==> config.mk <==
export PLATFORM = sky130hd
export DESIGN_NAME = pipe_ctrl_flat
export DESIGN_NICKNAME = d
export VERILOG_FILES = /design/src/rtl/pipe_ctrl_if.sv /design/src/rtl/pipe_ctrl.sv /design/src/flat_wrapper.sv
export SDC_FILE = /design/constraint.sdc
export NUM_CORES = 1
export LEC_CHECK = 0
export ABC_AREA = 0
export BUFFER_PORTS_ARGS = -buffer_cell sky130_fd_sc_hd__buf_4
export CAP_MARGIN = 10
export CORE_MARGIN = 5
export CORE_UTILIZATION = 45
export CTS_CLUSTER_DIAMETER = 80
export DETAILED_ROUTE_END_ITERATION = 10
export GPL_TIMING_DRIVEN = 0
export PLACE_DENSITY_LB_ADDON = 0.05
export SLEW_MARGIN = 20
export SYNTH_ARGS = -nofsm -noshare
export SYNTH_HDL_FRONTEND = slang
export SYNTH_SLANG_ARGS = --single-unit
==> constraint.sdc <==
create_clock -name clk -period 2.1 [get_ports clk]
set_clock_uncertainty 0.2 [all_clocks]
set_input_delay 0 -clock clk [delete_from_list [all_inputs] [get_ports clk]]
set_output_delay 0 -clock clk [all_outputs]
set_load 0.02 [all_outputs]
==> src/rtl/pipe_ctrl_if.sv <==
// Hazard-control bundle between the pipeline datapath and pipe_ctrl.
// The datapath side drives hazard sources; the controller drives segment hold/clear controls.
interface pipe_ctrl_if;
    logic [4:0]  rs1D;
    logic [4:0]  rs2D;
    logic        rs1_useD;
    logic        rs2_useD;
    logic [4:0]  rdE;
    logic        mem_readE;
    logic        br_takenE;
    logic        jalrE;
    logic        jalD;
    logic        csrD;
    logic        missM;
    logic        mem_ack;
    logic        bubbleF;
    logic        bubbleD;
    logic        bubbleE;
    logic        bubbleM;
    logic        bubbleW;
    logic        flushF;
    logic        flushD;
    logic        flushE;
    logic        flushM;
    logic        flushW;
    logic [15:0] miss_cycles;

    modport master (
        output rs1D, rs2D, rs1_useD, rs2_useD, rdE, mem_readE,
               br_takenE, jalrE, jalD, csrD, missM, mem_ack,
        input  bubbleF, bubbleD, bubbleE, bubbleM, bubbleW,
               flushF, flushD, flushE, flushM, flushW, miss_cycles
    );

    modport slave (
        input  rs1D, rs2D, rs1_useD, rs2_useD, rdE, mem_readE,
               br_takenE, jalrE, jalD, csrD, missM, mem_ack,
        output bubbleF, bubbleD, bubbleE, bubbleM, bubbleW,
               flushF, flushD, flushE, flushM, flushW, miss_cycles
    );
endinterface

==> src/rtl/pipe_ctrl.sv <==
// Five-stage pipeline hazard controller: D-cache miss freeze, load-use stall, EX/JAL redirects.
// Optional CSR serialization (3-cycle drain before a CSR issues) is enabled by macro CSR_SERIALIZE_EN.
module pipe_ctrl (
    input  logic        clk,
    input  logic        rst_n,
    pipe_ctrl_if.slave  bus
);
    typedef enum logic [1:0] {
        RUN       = 2'd0,
        MISS_WAIT = 2'd1,
        DRAIN     = 2'd2
    } state_t;

    state_t      state_r;
    state_t      state_nxt_s;
    logic [15:0] miss_cycles_r;
    logic        miss_inc_s;
    logic        load_use_s;
    logic        redirect_s;
    logic [4:0]  bub_s;
    logic [4:0]  fl_s;
`ifdef CSR_SERIALIZE_EN
    logic [1:0]  drain_cnt_r;
    logic [1:0]  drain_cnt_nxt_s;
`else
    logic        unused_csr_s;
    assign unused_csr_s = bus.csrD;
`endif

    localparam logic [4:0] ALL_5  = 5'b11111;
    localparam logic [4:0] NONE_5 = 5'b00000;
    // F and D hold, E receives a bubble: the ID instruction waits one cycle
    localparam logic [4:0] STALL_BUB = 5'b11000;
    localparam logic [4:0] STALL_FL  = 5'b00100;
    localparam logic [4:0] REDIR_FL  = 5'b01100;
    localparam logic [4:0] JAL_FL    = 5'b01000;

    function automatic logic [15:0] sat_inc16(input logic [15:0] v);
        if (v == 16'hFFFF) begin
            return v;
        end else begin
            return v + 16'd1;
        end
    endfunction

    // Hazard detection from ID/EX operands
    always_comb begin
        redirect_s = bus.br_takenE | bus.jalrE;
        load_use_s = bus.mem_readE && (bus.rdE != 5'd0) &&
                     (((bus.rdE == bus.rs1D) && bus.rs1_useD) ||
                      ((bus.rdE == bus.rs2D) && bus.rs2_useD));
    end

    // Next-state and segment control decode, priority: reset, miss, redirect, drain/load-use, jal
    always_comb begin
        state_nxt_s = state_r;
        miss_inc_s  = 1'b0;
        bub_s       = NONE_5;
        fl_s        = NONE_5;
`ifdef CSR_SERIALIZE_EN
        drain_cnt_nxt_s = drain_cnt_r;
`endif
        if (!rst_n) begin
            fl_s = ALL_5;
        end else begin
            case (state_r)
                RUN: begin
                    if (bus.missM) begin
                        bub_s       = ALL_5;
                        state_nxt_s = MISS_WAIT;
                    end else if (redirect_s) begin
                        fl_s = REDIR_FL;
`ifdef CSR_SERIALIZE_EN
                        drain_cnt_nxt_s = 2'd0;
`endif
                    end else if (load_use_s) begin
                        bub_s = STALL_BUB;
                        fl_s  = STALL_FL;
`ifdef CSR_SERIALIZE_EN
                    end else if (bus.csrD) begin
                        // CSR stays in ID until the drain reaches zero
                        bub_s           = STALL_BUB;
                        fl_s            = STALL_FL;
                        drain_cnt_nxt_s = 2'd3;
                        state_nxt_s     = DRAIN;
`endif
                    end else if (bus.jalD) begin
                        fl_s = JAL_FL;
                    end else begin
                        state_nxt_s = RUN;
                    end
                end
                MISS_WAIT: begin
                    miss_inc_s = 1'b1;
                    if (bus.mem_ack) begin
`ifdef CSR_SERIALIZE_EN
                        state_nxt_s = (drain_cnt_r != 2'd0) ? DRAIN : RUN;
`else
                        state_nxt_s = RUN;
`endif
                    end else begin
                        bub_s = ALL_5;
                    end
                end
`ifdef CSR_SERIALIZE_EN
                DRAIN: begin
                    if (bus.missM) begin
                        bub_s       = ALL_5;
                        state_nxt_s = MISS_WAIT;
                    end else if (redirect_s) begin
                        fl_s            = REDIR_FL;
                        drain_cnt_nxt_s = 2'd0;
                        state_nxt_s     = RUN;
                    end else if (drain_cnt_r != 2'd0) begin
                        bub_s           = STALL_BUB;
                        fl_s            = STALL_FL;
                        drain_cnt_nxt_s = drain_cnt_r - 2'd1;
                    end else begin
                        // count exhausted: the held CSR issues this cycle
                        state_nxt_s = RUN;
                        if (bus.jalD) begin
                            fl_s = JAL_FL;
                        end else begin
                            fl_s = NONE_5;
                        end
                    end
                end
`endif
                default: begin
                    state_nxt_s = RUN;
                end
            endcase
        end
    end

    // State, drain counter and miss-cycle counter registers
    always_ff @(posedge clk or negedge rst_n) begin
        if (!rst_n) begin
            state_r       <= RUN;
            miss_cycles_r <= 16'd0;
`ifdef CSR_SERIALIZE_EN
            drain_cnt_r   <= 2'd0;
`endif
        end else begin
            state_r <= state_nxt_s;
            if (miss_inc_s) begin
                miss_cycles_r <= sat_inc16(miss_cycles_r);
            end else begin
                miss_cycles_r <= miss_cycles_r;
            end
`ifdef CSR_SERIALIZE_EN
            drain_cnt_r <= drain_cnt_nxt_s;
`endif
        end
    end

    assign bus.bubbleF     = bub_s[4];
    assign bus.bubbleD     = bub_s[3];
    assign bus.bubbleE     = bub_s[2];
    assign bus.bubbleM     = bub_s[1];
    assign bus.bubbleW     = bub_s[0];
    assign bus.flushF      = fl_s[4];
    assign bus.flushD      = fl_s[3];
    assign bus.flushE      = fl_s[2];
    assign bus.flushM      = fl_s[1];
    assign bus.flushW      = fl_s[0];
    assign bus.miss_cycles = miss_cycles_r;
endmodule

==> src/flat_wrapper.sv <==
// flat-port wrapper written by rule: the top's interface ports become plain ports
module pipe_ctrl_flat 
  (clk, rst_n, bus_rs1D, bus_rs2D, bus_rs1_useD, bus_rs2_useD, bus_rdE, bus_mem_readE, bus_br_takenE, bus_jalrE, bus_jalD, bus_csrD, bus_missM, bus_mem_ack, bus_bubbleF, bus_bubbleD, bus_bubbleE, bus_bubbleM, bus_bubbleW, bus_flushF, bus_flushD, bus_flushE, bus_flushM, bus_flushW, bus_miss_cycles);
  pipe_ctrl_if bus_i ();
  input  logic clk;
  input  logic rst_n;
  input wire logic [$bits(bus_i.rs1D)-1:0] bus_rs1D;
  input wire logic [$bits(bus_i.rs2D)-1:0] bus_rs2D;
  input wire logic [$bits(bus_i.rs1_useD)-1:0] bus_rs1_useD;
  input wire logic [$bits(bus_i.rs2_useD)-1:0] bus_rs2_useD;
  input wire logic [$bits(bus_i.rdE)-1:0] bus_rdE;
  input wire logic [$bits(bus_i.mem_readE)-1:0] bus_mem_readE;
  input wire logic [$bits(bus_i.br_takenE)-1:0] bus_br_takenE;
  input wire logic [$bits(bus_i.jalrE)-1:0] bus_jalrE;
  input wire logic [$bits(bus_i.jalD)-1:0] bus_jalD;
  input wire logic [$bits(bus_i.csrD)-1:0] bus_csrD;
  input wire logic [$bits(bus_i.missM)-1:0] bus_missM;
  input wire logic [$bits(bus_i.mem_ack)-1:0] bus_mem_ack;
  output wire logic [$bits(bus_i.bubbleF)-1:0] bus_bubbleF;
  output wire logic [$bits(bus_i.bubbleD)-1:0] bus_bubbleD;
  output wire logic [$bits(bus_i.bubbleE)-1:0] bus_bubbleE;
  output wire logic [$bits(bus_i.bubbleM)-1:0] bus_bubbleM;
  output wire logic [$bits(bus_i.bubbleW)-1:0] bus_bubbleW;
  output wire logic [$bits(bus_i.flushF)-1:0] bus_flushF;
  output wire logic [$bits(bus_i.flushD)-1:0] bus_flushD;
  output wire logic [$bits(bus_i.flushE)-1:0] bus_flushE;
  output wire logic [$bits(bus_i.flushM)-1:0] bus_flushM;
  output wire logic [$bits(bus_i.flushW)-1:0] bus_flushW;
  output wire logic [$bits(bus_i.miss_cycles)-1:0] bus_miss_cycles;
  assign bus_i.rs1D = bus_rs1D;
  assign bus_i.rs2D = bus_rs2D;
  assign bus_i.rs1_useD = bus_rs1_useD;
  assign bus_i.rs2_useD = bus_rs2_useD;
  assign bus_i.rdE = bus_rdE;
  assign bus_i.mem_readE = bus_mem_readE;
  assign bus_i.br_takenE = bus_br_takenE;
  assign bus_i.jalrE = bus_jalrE;
  assign bus_i.jalD = bus_jalD;
  assign bus_i.csrD = bus_csrD;
  assign bus_i.missM = bus_missM;
  assign bus_i.mem_ack = bus_mem_ack;
  assign bus_bubbleF = bus_i.bubbleF;
  assign bus_bubbleD = bus_i.bubbleD;
  assign bus_bubbleE = bus_i.bubbleE;
  assign bus_bubbleM = bus_i.bubbleM;
  assign bus_bubbleW = bus_i.bubbleW;
  assign bus_flushF = bus_i.flushF;
  assign bus_flushD = bus_i.flushD;
  assign bus_flushE = bus_i.flushE;
  assign bus_flushM = bus_i.flushM;
  assign bus_flushW = bus_i.flushW;
  assign bus_miss_cycles = bus_i.miss_cycles;
  pipe_ctrl u_core (.clk(clk), .rst_n(rst_n), .bus(bus_i));
endmodule
==> flow_summary.yaml, run 1 <==
routing:
  drt-pass1-iter-count: 4
  drt_iter0_drc: 6
  routedWlPerCell_um: 13.5
  highest_layer: "met4"
  wl_met1_um: 989
  wl_met3_um: 166
  routed_wl_um: 2500
  vias: 958
  drcViolationCount: 0
  viasPerCell: 5.18
  ant_nets: 0
  dr_wl_met2_um: 1300
global_route:
  grt_pass1_vias: 925
  gr-total-overflow: 0
  antenna_found_initial: 0
  grtUsageTotal_pct: 15.3
  grt_pass1_wl_um: 4020
  grt_max_degree: 20
status:
  status: "finished, final reports clean"
sta:
  rsz0062_at_grt: "false"
  fmax_mhz: 515
  final-max-slew-violation-count: 0
  fin_crit_ns: 1.94
  finalSetupViolCount: 0
  slew_headroom_pct: 47.5
  period_share_pct: 92.4
  fin_setup_tns_ns: 0
  hold_viol: 0
  worst_pin_slew_ns: 0.784
synthesis:
  syn-instance-count: 98
  synthXorXnorAreaFrac_pct: 20.9
  synthAdderAreaFrac_pct: 1.19
  synth_compound_area_share_pct: 11.1
  synthMuxAreaShare_pct: 1.07
  syn_nets: 125
  synth_seq_area_share_pct: 40.6
  synthSimpleGateAreaFrac_pct: 20.2
  yosysWarningCount: 0
  synth_top_family_by_area: "XOR/XNOR gates"
  synth_area_sq_mm: 0.00105
  syn_area_per_cell_sq_um: 10.7
  synth-seq-cells: 17
  synth_cell_types: 33
clock_tree:
  cts_buffer_depth: 2
  cts_tree: "built"
  cts.sinks: 17
  h-tree-depth: 1
  clk_pin_slew_ns: 0.10
  clockRootBuffer: "clkbuf_4"
  numCtsBuffers: 3
  clock_latency_ns: 0.29
critical_path:
  timing_worst_setup_path_type: "reg -> reg"
  end_kind: "register"
  worstPathRequired_ns: 2.09
  rrSetupSlack_ns: 0.16
  critPathMaxFanout: 5
  rr_endpoint: "u_core.bus.miss_cycles[1]$_DFFE_PN0P_"
  critPathArrivalTime_ns: 1.93
  cp-start-kind: "register"
  crit-reg2reg-launch: "u_core.bus.miss_cycles[0]$_DFFE_PN0P_"
  reg2reg_depth: 5
floorplanning:
  core-area_sq_mm: 0.00221
  die_w_um: 58.3
  num_rows: 17
  start_util_pct: 47.4
  die_h_um: 58.3
  ios: 52
  dieArea_sq_mm: 0.00340
place:
  gp_congestion: 0.781
  hpwl_um: 1940
  portBuffers: 50
  dpl-instance-area_sq_mm: 0.00146
  place_inst: 176
power:
  p_per_area_mw_per_mm2: 727
  ir_drop_uv: 682
  p_leak_nw: 0.731
worst_hold_path:
  hold_path.class: "in -> reg"
  whs_path_depth: 5
  hp-start: "rst_n"
  min_to: "u_core.bus.miss_cycles[12]$_DFFE_PN0P_"
layout:
  final_nets: 185
  drive_gt1_share_pct: 42.0
  utilization_pct: 69.4
  finish.instance_area_sq_mm: 0.00154
  fillCellCount: 190
  area_growth_pct: 46.4
  antenna_cells: 0
  layout.cells.non_filler: 185
flow_run:
  cap_violations: 0
flip-flops by register name, indices dropped and copies added (netlist names):
register / flops
u_core.bus.miss_cycles: 16
u_core.state_r: 1
worst max path at each step:
stage	from	endpoint	slack, ns
2_1_floorplan	u_core.bus.miss_cycles[0]$_DFFE_PN0P_	u_core.bus.miss_cycles[3]$_DFFE_PN0P_	0.13
3_3_place_gp	u_core.bus.miss_cycles[0]$_DFFE_PN0P_	u_core.bus.miss_cycles[3]$_DFFE_PN0P_	0.12
3_5_place_dp	u_core.bus.miss_cycles[0]$_DFFE_PN0P_	u_core.bus.miss_cycles[3]$_DFFE_PN0P_	0.08
4_1_cts	rst_n	u_core.state_r[0]$_DFFE_PN0P_	0.03
5_1_grt	u_core.bus.miss_cycles[0]$_DFFE_PN0P_	u_core.bus.miss_cycles[9]$_DFFE_PN0P_	0.06
6_report	u_core.bus.miss_cycles[0]$_DFFE_PN0P_	u_core.bus.miss_cycles[1]$_DFFE_PN0P_	0.16
per-stage QoR:
stage	hold WS [ns]	power (mW)	worst slack, ns
2_1_floorplan	-0.496	0.729	0.135
3_3_place_gp	-0.310	0.928	0.119
3_5_place_dp	-0.309	0.937	0.0755
4_1_cts	0.0283	1.12	0.0302
5_1_grt	0.0595	1.19	0.0568
6_report	0.0350	1.12	0.159
report_power, final:
part	total, mW	switching (mW)	internal [mW]
Clock	0.173	0.0992	0.0739
Sequential	0.491	0.103	0.388
Combinational	0.452	0.222	0.230
Total	1.12	0.424	0.692
layout by cell type, fill, tap and decap left out, types with 2 or more instances in the layout:
master and count:
xnor2_1 15, nand2_1 6, dlygate4sd3_1 3, o21ai_0 2
xor2_1 10, and4_1 2, buf_4 56, clkbuf_4 3
nor4_1 2, nand3_1 4, dfrtp_1 17, nand4_1 8
a21oi_1 2, and3_1 3
what timing repair did:
action / in CTS / in global routing
hold endpoints to repair: 18 / 17
setup endpoints to repair: 0 / 5
buffers inserted: 0 / 1
gates resized for setup: 0 / 2
hold buffers: 3 / 1
Yosys cell counts (all sizes together):
cell type,instances,area share (%)
and2,2,1.2
a2111oi,1,2.6
o31a,1,0.84
buf,6,4.7
nand2,6,2.1
xor2,10,8.4
nand4,9,6.0
and3,3,1.8
dfrtp,17,41
or3,1,1.1
mux2,1,1.1
nand3,4,1.9
and4,3,2.7
or4,1,0.72
a32oi,1,0.84
a41oi,1,1.6
inv,1,0.36
nor2,1,0.36
nor3,1,0.48
a21oi,2,0.95
o21a,1,0.72
nand2b,1,0.60
a31oi,1,0.60
o21ai,3,1.4
nor4,2,1.2
o21bai,1,0.72
ha,1,1.2
xnor2,15,13
a211o,1,0.84
critical path, cell delays in order, from the launching register on:
cell,delay (ns)
dfrtp_1,0.44
ha_1,0.27
and4_1,0.24
a41oi_2,0.21
buf_4,0.15
mux2_2,0.32
cell type report:
cell class / count / area [sq um] / share of cell area, %
Multi-Input combinational cell: 74 / 571 / 37.2
Sequential cell: 17 / 425 / 27.7
Timing Repair Buffer: 55 / 425 / 27.7
Buffer: 6 / 48.8 / 3.18
Tap cell: 28 / 35.0 / 2.28
Clock buffer: 4 / 26.3 / 1.71
Inverter: 1 / 3.75 / 0.244
per-layer routing:
metal | vias up | global-route usage (%)
li1 | 473 | -
met1 | 447 | 17.3
met2 | 31 | 27.6
met3 | 7 | 4.23
met4 | 0 | 4.97
met5 | - | 0
logic make-up after synthesis:
| family | count (synthesis) |
|---|---|
| buf+inv | 7 |
| mux | 1 |
| simple gates | 34 |
| flops | 17 |
| fa+ha+maj | 1 |
| xor+xnor | 25 |
| compound gates | 13 |
(Power assumes the default switching activity.)
==> inputs of run 2 (changes only) <==
--- a/config.mk
+++ b/config.mk
@@ -8,8 +8,10 @@
 export ABC_AREA = 0
 export BUFFER_PORTS_ARGS = -buffer_cell sky130_fd_sc_hd__buf_4
 export CAP_MARGIN = 10
+export CELL_PAD_IN_SITES_DETAIL_PLACEMENT = 0
+export CELL_PAD_IN_SITES_GLOBAL_PLACEMENT = 1
 export CORE_MARGIN = 5
-export CORE_UTILIZATION = 45
+export CORE_UTILIZATION = 33
 export CTS_CLUSTER_DIAMETER = 80
 export DETAILED_ROUTE_END_ITERATION = 10
 export GPL_TIMING_DRIVEN = 0
==> flow_summary.yaml, run 2 (synthesis gave the netlist of run 1 again) <==
critical_path:
  worstPathCellList: "ha_1 -> and4_1 -> a41oi_2 -> buf_4 -> mux2_2"
  crit-reg2reg-launch: "u_core.bus.miss_cycles[0]$_DFFE_PN0P_"
  cp-startpoint: "u_core.bus.miss_cycles[0]$_DFFE_PN0P_"
  cp-start-kind: "register"
  timing_worst_setup_path_type: "reg -> reg"
  end_kind: "register"
  worstPathRequired_ns: 2.08
  critPathBufInv: 1
  rrSetupSlack_ns: 0.12
  critPathTopFamily: "flip-flops"
  cpMaxStageDelayCell: "dfrtp_1"
  slowest_delay_ns: 0.45
  critPathMaxFanout: 5
  critPathArrivalTime_ns: 1.96
routing:
  drt-pass1-iter-count: 4
  vias: 927
  routedWlPerCell_um: 12.4
  ant_nets: 0
  drt_iter0_drc: 25
  drcViolationCount: 0
  routed_wl_um: 2490
  viasPerCell: 4.61
clock_tree:
  clock_latency_ns: 0.29
  cts_buffer_depth: 2
  clk_pin_slew_ns: 0.09
  numCtsBuffers: 3
  h-tree-depth: 1
  cts.sinks: 17
  clockRootBuffer: "clkbuf_4"
  cts_tree: "built"
sta:
  period_share_pct: 94.3
  rsz0062_at_grt: "false"
  final-max-slew-violation-count: 0
  finalSetupViolCount: 0
  slew_headroom_pct: 48.4
  fin_crit_ns: 1.98
  fmax_mhz: 505
  fin_setup_tns_ns: 0
  worst_pin_slew_ns: 0.771
  hold_viol: 0
global_route:
  grt_pass1_wl_um: 4070
  grtUsageTotal_pct: 12.1
  grt_pass1_vias: 910
  antenna_found_initial: 0
  grt_max_degree: 20
  gr-total-overflow: 0
layout:
  drive_gt1_share_pct: 42.0
  largest_reg_flops: 16
  final_cell_mix: "buf_4 (56), dfrtp_1 (17), xnor2_1 (15)"
  area_growth_pct: 48.3
  regArea_sq_um: 425
  antenna_cells: 0
  final_common_cell: "buf_4"
  multiInputGateArea_sq_um: 571
  final_nets: 185
  fillCellCount: 311
  finish.instance_area_sq_mm: 0.00156
floorplanning:
  num_rows: 20
  ios: 52
  die_h_um: 66.4
  start_util_pct: 34.3
  dieArea_sq_mm: 0.00440
  die_w_um: 66.4
  core-area_sq_mm: 0.00305
worst_hold_path:
  hp-start: "rst_n"
  hold_path.class: "in -> reg"
place:
  dpl-instance-area_sq_mm: 0.00148
  hpwl_um: 1990
  gp_congestion: 0.707
  portBuffers: 50
power:
  p_total_mw: 1.11
  p_leak_nw: 0.731
  ir_drop_uv: 545
  p_per_area_mw_per_mm2: 716
flow_run:
  cap_violations: 0
status:
  status: "finished, final reports clean"
run 2: cell counts in the layout (fill, tap and decap cells not counted):
Identical to the previous run, type by type.
run 2: what timing repair did:
action | 4_1_cts | 5_1_grt
setup endpoints to repair | 0 | 8
hold endpoints to repair | 18 | 17
resized for setup | 0 | 1
setup buffers | 0 | 1
hold buffers | 3 | 1
run 2: final timing paths:
check                                                         end  cells past startpoint
max                         u_core.bus.miss_cycles[1]$_DFFE_PN0P_                      5
min                         u_core.bus.miss_cycles[8]$_DFFE_PN0P_                      4
max reg2reg                 u_core.bus.miss_cycles[1]$_DFFE_PN0P_                      5
min reg2reg                u_core.bus.miss_cycles[11]$_DFFE_PN0P_                      1
max in group asynchronous   u_core.bus.miss_cycles[6]$_DFFE_PN0P_                      3
min in group asynchronous  u_core.bus.miss_cycles[12]$_DFFE_PN0P_                      3
run 2: report_power, final:
group | total [mW] | switching [mW] | internal, mW
combinational | 0.451 | 0.221 | 0.230
sequential | 0.490 | 0.102 | 0.388
clock | 0.172 | 0.0981 | 0.0739
total | 1.11 | 0.421 | 0.692
run 2: routing by layer:
| metal | GRT usage (%) | vias up | share of wire [%] |
|---|---|---|---|
| li1 | - | 473 | - |
| met4 | 2.28 | 0 | 0.60 |
| met3 | 5.10 | 2 | 7.0 |
| met2 | 20.1 | 26 | 47 |
| met5 | 0 | - | 0 |
| met1 | 14.5 | 426 | 45 |
run 2: per-stage QoR:
stage	cells	hold WS, ns	utilization, %	setup WS [ns]
2_1_floorplan	98	-0.496	-	0.135
3_5_place_dp	192	-0.307	48.4	0.0627
5_1_grt	201	0.0618	50.9	0.0349
3_3_place_gp	192	-0.308	48.4	0.0972
4_1_cts	199	0.0143	50.3	0.0329
6_report	201	0.0330	50.9	0.120
run 2: cell type report:
| class | instances | area share [%] |
|---|---|---|
| multi-input combinational | 74 | 36.7 |
| tap | 44 | 3.54 |
| inverter | 1 | 0.241 |
| timing repair buffer | 55 | 27.4 |
| sequential | 17 | 27.4 |
| buffer | 6 | 3.14 |
| clock buffer | 4 | 1.69 |
run 2: tightest hold or removal path, cell delays in order:
cell and delay (ns):
buf_4 0.12, nand2_1 0.15, a2111oi_4 0.09, xor2_1 0.12
==> inputs of run 3 (changes only) <==
--- a/config.mk
+++ b/config.mk
@@ -6,12 +6,10 @@
 export NUM_CORES = 1
 export LEC_CHECK = 0
 export ABC_AREA = 0
-export BUFFER_PORTS_ARGS = -buffer_cell sky130_fd_sc_hd__buf_4
+export BUFFER_PORTS_ARGS = -buffer_cell sky130_fd_sc_hd__buf_2
 export CAP_MARGIN = 10
-export CELL_PAD_IN_SITES_DETAIL_PLACEMENT = 0
-export CELL_PAD_IN_SITES_GLOBAL_PLACEMENT = 1
 export CORE_MARGIN = 5
-export CORE_UTILIZATION = 33
+export CORE_UTILIZATION = 45
 export CTS_CLUSTER_DIAMETER = 80
 export DETAILED_ROUTE_END_ITERATION = 10
 export GPL_TIMING_DRIVEN = 0
==> constraint.sdc (replaced) <==
create_clock -name clk -period 2.1 [get_ports clk]
set_clock_uncertainty 0.2 [all_clocks]
set_input_delay 0.315 -clock clk [delete_from_list [all_inputs] [get_ports clk]]
set_output_delay 0.315 -clock clk [all_outputs]
set_load 0.02 [all_outputs]
==> flow_summary.yaml, run 3 (synthesis gave the netlist of run 1 again) <==
power:
  switching_share_pct: 40.9
  ir_drop_uv: 767
  combPwrFrac_pct: 37.7
  p_per_area_mw_per_mm2: 758
  p_leak_nw: 0.695
  p_clk_share_pct: 16.7
  p_int_uw: 635
  seq_power_share_pct: 45.6
  switchingPower_uw: 439
worst_hold_path:
  hold_path.class: "in -> reg"
  hp-start: "rst_n"
clock_tree:
  clk_pin_slew_ns: 0.10
  clock_latency_ns: 0.29
  cts.sinks: 17
  clockRootBuffer: "clkbuf_4"
  cts_tree: "built"
  cts_buffer_depth: 2
  numCtsBuffers: 3
  h-tree-depth: 1
global_route:
  use_met2_pct: 26.2
  busiest_layer: "met2"
  grtUsageMet1_pct: 17.1
  use_met3_pct: 3.56
  gr-total-overflow: 0
  grt_pass1_wl_um: 3960
  grtUsageTotal_pct: 14.7
  grt_pass1_vias: 883
  grt_max_degree: 18
  antenna_found_initial: 0
floorplanning:
  dieArea_sq_mm: 0.00340
  start_util_pct: 47.4
  num_rows: 17
  ios: 52
  die_h_um: 58.3
  core-area_sq_mm: 0.00221
  die_w_um: 58.3
critical_path:
  timing_worst_setup_path_type: "in -> out"
  slowest_delay_ns: 0.31
  critPathBufInv: 2
  cp-start-kind: "input port"
  rrSetupSlack_ns: 0.06
  cp.depth: 6
  end_kind: "output port"
  critPathArrivalTime_ns: 1.59
  critPathMaxFanout: 3
  worstPathRequired_ns: 1.58
  crit_end: "bus_flushD"
  rr_endpoint: "u_core.bus.miss_cycles[1]$_DFFE_PN0P_"
  cpMaxStageDelayCell: "o31a_1"
  timing.critical_path.mode_cell: "buf_2"
  critPathTopFamily: "compound AO/OA/AOI/OAI gates"
  worstPathCellList: "buf_2 -> xor2_1 -> nor4_2 -> a32oi_1 -> o31a_1 -> buf_2"
  reg2reg_depth: 5
  cp-startpoint: "bus_rdE[1]"
  crit-reg2reg-launch: "u_core.bus.miss_cycles[0]$_DFFE_PN0P_"
status:
  status: "finished, violations left"
  violations: "negative setup slack"
sta:
  fin_ws_ns: -0.00158
  finalSetupViolCount: 1
  period_share_pct: 100
  timing.hold.ws_ns: 0.0152
  final-max-slew-violation-count: 0
  hold_viol: 0
  fmax_mhz: 476
  worst_pin_slew_ns: 0.784
  fin_crit_ns: 2.10
  fin_setup_tns_ns: -0.00158
  slew_headroom_pct: 47.6
routing:
  drt_iter0_drc: 30
  routed_wl_um: 2590
  vias: 937
  drcViolationCount: 0
  routedWlPerCell_um: 14.3
  drt-pass1-iter-count: 4
  ant_nets: 0
  viasPerCell: 5.18
layout:
  largest_reg_flops: 16
  area_growth_pct: 35.2
  final_common_cell: "buf_2"
  regArea_sq_um: 425
  finish.instance_area_sq_mm: 0.00142
  final_cell_mix: "buf_2 (48), dfrtp_1 (17), xnor2_1 (15)"
  utilization_pct: 64.1
  multiInputGateArea_sq_um: 588
  fillCellCount: 189
  drive_gt1_share_pct: 45.8
  final_nets: 181
  antenna_cells: 0
flow_run:
  cap_violations: 0
place:
  dpl-instance-area_sq_mm: 0.00134
  place_ws_ns: -0.422
  hpwl_um: 1910
  portBuffers: 50
  gp_congestion: 0.877
[run 3: changes by cell type in the layout (fill, tap and decap cells not counted), moves of 2 or more]
| cell | before | now |
|---|---|---|
| buf_2 | 0 | 48 |
| buf_4 | 56 | 5 |
| o21ai_0 | 3 | 1 |
| dlygate4sd3_1 | 3 | 1 |
[run 3: how the worst min path moves through the flow]
| stage | end | slack, ns | cells past startpoint |
|---|---|---|---|
| detailed placement | u_core.bus.miss_cycles[1]$_DFFE_PN0P_ | 0.09 | 1 |
| finish | u_core.state_r[0]$_DFFE_PN0P_ | 0.02 | 2 |
| global route | u_core.state_r[0]$_DFFE_PN0P_ | 0.01 | 2 |
| CTS | u_core.state_r[0]$_DFFE_PN0P_ | 0.02 | 2 |
| floorplan | u_core.bus.miss_cycles[0]$_DFFE_PN0P_ | -0.18 | 0 |
| global placement | u_core.bus.miss_cycles[1]$_DFFE_PN0P_ | 0.08 | 1 |
[run 3: final cells by class]
type | count | area share (%)
clock buffer | 3 | 1.59
buffer | 5 | 2.91
tap | 28 | 2.47
timing repair buffer | 52 | 20.9
clock inverter | 1 | 0.353
sequential | 17 | 30.0
multi-input combinational | 74 | 41.5
inverter | 1 | 0.265
[run 3: metrics by stage]
stage	std cells	power (mW)
floorplan	98	0.730
global placement	176	0.870
detailed placement	176	0.884
CTS	180	1.07
global route	181	1.14
finish	181	1.07
[run 3: worst register-to-register path, stage by stage, from the launching register on]
cell and delay, ns:
dfrtp_1 0.45, ha_1 0.28, and4_1 0.25, a41oi_2 0.28
buf_4 0.16, mux2_2 0.32
[run 3: routing by layer]
metal	vias up	wire (um)
li1	460	-
met1	438	1090
met2	34	1260
met3	5	205
met4	0	31
met5	-	0
[run 3: power groups by stage]
stage | combinational (mW) | clock [mW] | sequential (mW)
global route | 0.437 | 0.199 | 0.499
floorplan | 0.183 | 0 | 0.547
global placement | 0.383 | 0 | 0.487
detailed placement | 0.390 | 0 | 0.494
CTS | 0.400 | 0.183 | 0.487
finish | 0.405 | 0.180 | 0.490
[run 3: what timing repair did]
action                     in CTS  in global routing
pin swaps                       3                  2
hold buffers                    1                  0
setup buffers                   0                  1
hold endpoints to repair       17                  0
setup endpoints to repair       6                  7
resized for setup              11                  1
